$ cat config.mk
export PLATFORM = sky130hd
export DESIGN_NAME = rfd_pulse_monitor
export DESIGN_NICKNAME = d
export VERILOG_FILES = /design/src/rtl/rfd_pulse_mon_pkg.sv /design/src/rtl/rfd_pulse_interval.sv /design/src/rtl/rfd_pulse_monitor.sv
export SDC_FILE = /design/constraint.sdc
export NUM_CORES = 1
export LEC_CHECK = 0
export CAP_MARGIN = 40
export CORE_MARGIN = 1
export CORE_UTILIZATION = 53
export CTS_BUF_LIST = sky130_fd_sc_hd__clkbuf_4 sky130_fd_sc_hd__clkbuf_8 sky130_fd_sc_hd__clkbuf_16
export DETAILED_ROUTE_END_ITERATION = 16
export PLACE_DENSITY = 0.82
export REMOVE_ABC_BUFFERS = 1
export SLEW_MARGIN = 20
export SYNTH_ARGS = -nofsm -noshare
export SYNTH_HDL_FRONTEND = slang
export SYNTH_SLANG_ARGS = --single-unit
$ cat constraint.sdc
create_clock -name clk -period 2.5 [get_ports clk]
set_input_delay 0.375 -clock clk [delete_from_list [all_inputs] [get_ports clk]]
set_output_delay 0.375 -clock clk [all_outputs]
set_load 0.005 [all_outputs]
$ cat src/rtl/rfd_pulse_mon_pkg.sv
// Shared types and helpers for the RFD pulse monitor: FSM state encoding
// and the expected pulse period derived from the counter width.
package rfd_pulse_mon_pkg;

  typedef enum logic [1:0] {
    SEARCH  = 2'd0,
    ACQUIRE = 2'd1,
    LOCKED  = 2'd2
  } mon_state_e;

  function automatic int unsigned period_of(input int unsigned nbits);
    return 32'd1 << nbits;
  endfunction

endpackage

$ cat src/rtl/rfd_pulse_interval.sv
// Rising-edge detector and inter-pulse interval counter; classifies each
// event as good or early and flags a missing pulse at the end of a period.
module rfd_pulse_interval
  import rfd_pulse_mon_pkg::*;
#(
  parameter int unsigned NBITS = 4
) (
  input  logic             clk,
  input  logic             rstn,
  input  logic             en,
  input  logic             hold,
  input  logic             pulse_in,
  output logic             ev,
  output logic             good,
  output logic             early,
  output logic             miss,
  output logic [NBITS:0]   icnt
);

  localparam int unsigned    P    = period_of(NBITS);
  localparam logic [NBITS:0] LAST = (NBITS+1)'(P - 1);

  logic           pulse_d_q, pulse_d_d;
  logic [NBITS:0] icnt_q, icnt_d;
  logic           ev_raw;

  always_comb begin
    pulse_d_d = pulse_in;
    ev_raw    = pulse_in & ~pulse_d_q;
    ev        = en & ev_raw;
    good      = ev & (icnt_q == LAST);
    early     = ev & (icnt_q < LAST);
    // A miss reloads the counter like a phantom pulse, so icnt never passes LAST.
    miss      = en & ~ev_raw & (icnt_q == LAST);
    if (!en || hold || ev || miss) begin
      icnt_d = '0;
    end else begin
      icnt_d = icnt_q + (NBITS+1)'(1);
    end
  end

  always_ff @(posedge clk or negedge rstn) begin
    if (!rstn) begin
      pulse_d_q <= 1'b0;
      icnt_q    <= '0;
    end else begin
      pulse_d_q <= pulse_d_d;
      icnt_q    <= icnt_d;
    end
  end

  assign icnt = icnt_q;

endmodule

$ cat src/rtl/rfd_pulse_monitor.sv
// Health/alignment monitor for a 2^NBITS periodic pulse train: acquires lock,
// reports early or missing pulses while locked, and counts those errors.
module rfd_pulse_monitor
  import rfd_pulse_mon_pkg::*;
#(
  parameter int unsigned NBITS    = 4,
  parameter int unsigned LOCK_CNT = 4,
  parameter int unsigned ERR_W    = 8
) (
  input  logic             clk,
  input  logic             rstn,
  input  logic             en,
  input  logic             err_clr,
  input  logic             pulse_in,
  output logic             locked,
  output logic             pulse_err,
  output logic [ERR_W-1:0] err_count,
  output logic [NBITS:0]   period
);

  localparam int unsigned    GCW       = $clog2(LOCK_CNT + 1);
  localparam logic [GCW-1:0] LOCK_LAST = GCW'(LOCK_CNT - 1);

  mon_state_e       state_q, state_d;
  logic [GCW-1:0]   good_cnt_q, good_cnt_d;
  logic             locked_q, locked_d;
  logic             pulse_err_q, pulse_err_d;
  logic [ERR_W-1:0] err_count_q, err_count_d;
  logic [NBITS:0]   period_q, period_d;

  logic           ev, good, early, miss, err_ev;
  logic [NBITS:0] icnt;

  rfd_pulse_interval #(
    .NBITS(NBITS)
  ) u_interval (
    .clk      (clk),
    .rstn     (rstn),
    .en       (en),
    .hold     (state_q == SEARCH),
    .pulse_in (pulse_in),
    .ev       (ev),
    .good     (good),
    .early    (early),
    .miss     (miss),
    .icnt     (icnt)
  );

  always_comb begin
    state_d    = state_q;
    good_cnt_d = good_cnt_q;
    err_ev     = 1'b0;
    if (!en) begin
      state_d    = SEARCH;
      good_cnt_d = '0;
    end else begin
      unique case (state_q)
        SEARCH: begin
          if (ev) begin
            state_d    = ACQUIRE;
            good_cnt_d = '0;
          end
        end
        ACQUIRE: begin
          if (good) begin
            good_cnt_d = good_cnt_q + GCW'(1);
            if (good_cnt_q == LOCK_LAST) state_d = LOCKED;
          end else if (early) begin
            good_cnt_d = '0;
          end else if (miss) begin
            state_d = SEARCH;
          end
        end
        LOCKED: begin
          if (early || miss) begin
            err_ev     = 1'b1;
            state_d    = ACQUIRE;
            good_cnt_d = '0;
          end
        end
        default: begin
          state_d    = SEARCH;
          good_cnt_d = '0;
        end
      endcase
    end

    locked_d    = (state_d == LOCKED);
    pulse_err_d = err_ev;

    // A clear coincident with an error leaves that error counted.
    err_count_d = err_count_q;
    if (err_clr) begin
      err_count_d = err_ev ? ERR_W'(1) : '0;
    end else if (err_ev && (err_count_q != '1)) begin
      err_count_d = err_count_q + ERR_W'(1);
    end

    period_d = ev ? (icnt + (NBITS+1)'(1)) : period_q;
  end

  always_ff @(posedge clk or negedge rstn) begin
    if (!rstn) begin
      state_q     <= SEARCH;
      good_cnt_q  <= '0;
      locked_q    <= 1'b0;
      pulse_err_q <= 1'b0;
      err_count_q <= '0;
      period_q    <= '0;
    end else begin
      state_q     <= state_d;
      good_cnt_q  <= good_cnt_d;
      locked_q    <= locked_d;
      pulse_err_q <= pulse_err_d;
      err_count_q <= err_count_d;
      period_q    <= period_d;
    end
  end

  assign locked    = locked_q;
  assign pulse_err = pulse_err_q;
  assign err_count = err_count_q;
  assign period    = period_q;

endmodule

==> summary.md <==
| Metric | Value |
|---|---|
| Vert. Die Dim | `52.2 um` |
| Total Power | `0.696 mW` |
| Max_slew headroom | `47.7%` |
| Postcts setup bufs | `0` |
| Min Tclk post-route | `2.30 ns` |
| Clock sinks | `26` |
| Vias in the first global route | `968` |
| Run status | `finished, final reports clean` |
| Worst skew pair latency | `roughly 0.32 ns` |
| Power Dens Cells | `440 nW/um^2` |
| Final cell count without fillers | `180` |
| Setup TNS | `0 ns` |
| CTS buffer count | `3` |
| RSZ-0062 raised after global routing | `no` |
| Clock Path Buffers | `2` |
| Sequential share of the synthesized area | `48.6%` |
| GP Congestion | `0.815` |
| DIE WIDTH | `52.2 um` |
| Comb pwr share | `7.5%` |
| Crit path kind | `reg -> reg` |
| VDD IR max | `about 0.39 mV` |
| Tot GR Track Use | `around a fifth` |
| Endpoint class of the critical path | `register` |
| Post-Syn Area | `1340 um^2` |
| Root Buffer | `clkbuf_4` |
| Layout cell share with drive strength beyond 1 | `9.21%` |
| Cells after Synth | `131` |
| Clock Skew | `about 0.0046 ns` |
| FMAX | `0.435 GHz` |
| First-pass GRT wire length | `between 4000 and 5000 um` |
| H-tree levels | `1` |
| Number of buffers inserted by hold repair at cts | `0` |
| Commonest cells after routing, fill and taps aside | `26 x dfrtp_1, 19 x clkdlybuf4s50_1, 14 x nand2_1, 9 x o21ai_0` |
| Max-Cap Viols | `0` |
| Via-per-instance ratio | `approximately 5.8` |
| WL per Instance | `about 14 um` |
| Worst-Margin Slew | `0.785 ns` |
| Switching Fraction | `22.5%` |
| Reg clk slew, reported paths | `0.14 ns` |
| Dpl hpwl | `around 1800 um` |
| DR pass1 iterations | `4` |
| Int Pwr | `approximately 0.54 mW` |
| Post-CTS sizing | `0` |
| Io pins | `20` |
| Initial antenna violation count | `0` |
| Crit share post-route | `92.0%` |
| HP Class | `in -> async` |
| Worst setup SP type | `register` |
| Sw Pwr | `0.156 mW` |
| Full die area | `2730 um^2` |
| DRC Markers | `0` |
| Pin count of the biggest net entering global routing | `27` |
| Synth unique cells | `between 40 and 50` |
| Final setup vio count | `0` |
| Total Wirelength | `2440 um` |
| Static leakage | `~0.66 nW` |
| Ant. Diodes | `0` |
| CP required | `2.72 ns` |
| Synthesized flop and latch total | `26` |
| Final worst slack | `between 0.15 and 0.2 ns` |
| # rows | `17` |
| Initial Utilization | `58.2%` |
| Pre-CTS WS | `0.201 ns` |
| Core area | `2300 um^2` |
| Final ANT Viol Nets | `0` |
| Commonest non-fill, non-tap cell in the layout | `dfrtp_1` |
| GRT overflow | `0` |
| Number of DRC markers in iteration 0 | `9` |
| Syn avg cell area | `around 10 um^2` |
| CP Data Arrival Time | `between 2 and 3 ns` |
| Slew Limit Fails | `0` |
| Final count of hold timing violations | `0` |
| Placed insts | `around 180` |
| Nets@finish | `163` |
| Clk pwr share | `30.5%` |
| IO buf count | `19` |
| Vias | `just over 1000` |
| Crit path max fanout | `17` |
| Synth warn | `0` |
| CTS tree | `built` |
| Area delta synth->final | `18.3%` |
| Sequential power share | `between 60% and 70%` |
==> critical path: stages, from the launching register on <==
cell	delay [ns]
dfrtp_1	0.44
ha_1	0.24
and3_1	0.19
ha_1	0.23
a32oi_2	0.69
nor2_4	0.10
a211o_1	0.31
==> metrics by stage <==
step	instance area [um^2]	util, %	hold slack, ns
2_1_floorplan	1290	-	0.0794
3_3_place_gp	1550	67.3	0.465
3_5_place_dp	1550	67.3	0.476
4_1_cts	1580	68.9	0.401
5_1_grt	1580	68.9	0.449
6_report	1580	68.9	0.396
==> power by group through the flow <==
stage / combinational [mW] / sequential (mW) / clock [mW]
after floorplan: 0.0167 / 0.439 / 0
after global placement: 0.0517 / 0.439 / 0
after detailed placement: 0.0533 / 0.439 / 0
after CTS: 0.0531 / 0.432 / 0.218
after global routing: 0.0581 / 0.433 / 0.231
final: 0.0521 / 0.432 / 0.212
==> flip-flops by register name (all words and copies together) (netlist names) <==
name	count
state_q	2
u_interval.pulse_d_q	1
pulse_err	1
good_cnt_q	3
err_count	8
period	5
locked	1
u_interval.icnt	5
==> area by class of cell <==
cell class	instances	area, um^2
Timing Repair Buffer	23	220
Clock buffer	4	36.3
Fill cell	184	714
Inverter	7	26.3
Multi-Input combinational cell	92	614
Tap cell	28	35.0
Sequential cell	26	651
==> cells in the mapped netlist, drive strengths merged <==
library cell   n  area (um^2)
o41a           1         11.3
ha             5         62.6
buf            5         42.5
xnor2          1         8.76
a211o          2         17.5
nand3b         1         7.51
nor2b          3         21.3
o2111ai        2         17.5
or2b           1         7.51
a21oi          7         35.0
o211a          2         20.0
nor4           1         6.26
o21a           1         7.51
or4            4         30.0
and2           1         6.26
a211oi         2         20.0
a32oi          1         16.3
nor2           7         33.8
nand4          2         12.5
clkbuf         1         3.75
o31ai          4         30.0
o22ai          2         12.5
xor2           1         8.76
dfrtp         26          651
and4bb         1         12.5
and4b          1         10.0
o21ai         10         50.0
or3b           1         8.76
or3            2         12.5
nand2b         1         8.76
nand3          3         15.0
inv            7         26.3
o211ai         1         7.51
and2b          1         8.76
nor3           3         15.0
and3           2         12.5
a22oi          1         7.51
nand2         14         52.6
==> path summary, 6_finish.rpt <==
check | start | end | slack, ns | cells after the start
setup reg to reg | u_interval.icnt[0] | err_count[0] | 0.20 | 6
setup / recovery | u_interval.icnt[0] | err_count[0] | 0.20 | 6
hold reg to reg | good_cnt_q[0] | good_cnt_q[0] | 0.51 | 1
min in group clk | good_cnt_q[0] | good_cnt_q[0] | 0.51 | 1
max in group asynchronous | rstn | u_interval.icnt[4] | 1.85 | 2
hold / removal | rstn | err_count[5] | 0.40 | 2
==> per-layer routing <==
layer  vias to the layer above  GRT usage [%]  wire length, um
met2                        16           37.0             1170
met1                       488           25.8             1160
met5                         -              0                0
met4                         0           7.89               45
met3                         4           3.48               61
li1                        527              -                -
==> logic make-up after synthesis <==
family	after synthesis	share of synthesized area, %
adders and majority gates	5	4.68
AOI/OAI and AO/OA	36	18.9
DFF	26	48.6
and+or+nand+nor	49	21.0
buffers and inverters	13	5.42
xor gates and xnor gates	2	1.31
(Power assumes the default switching activity.)
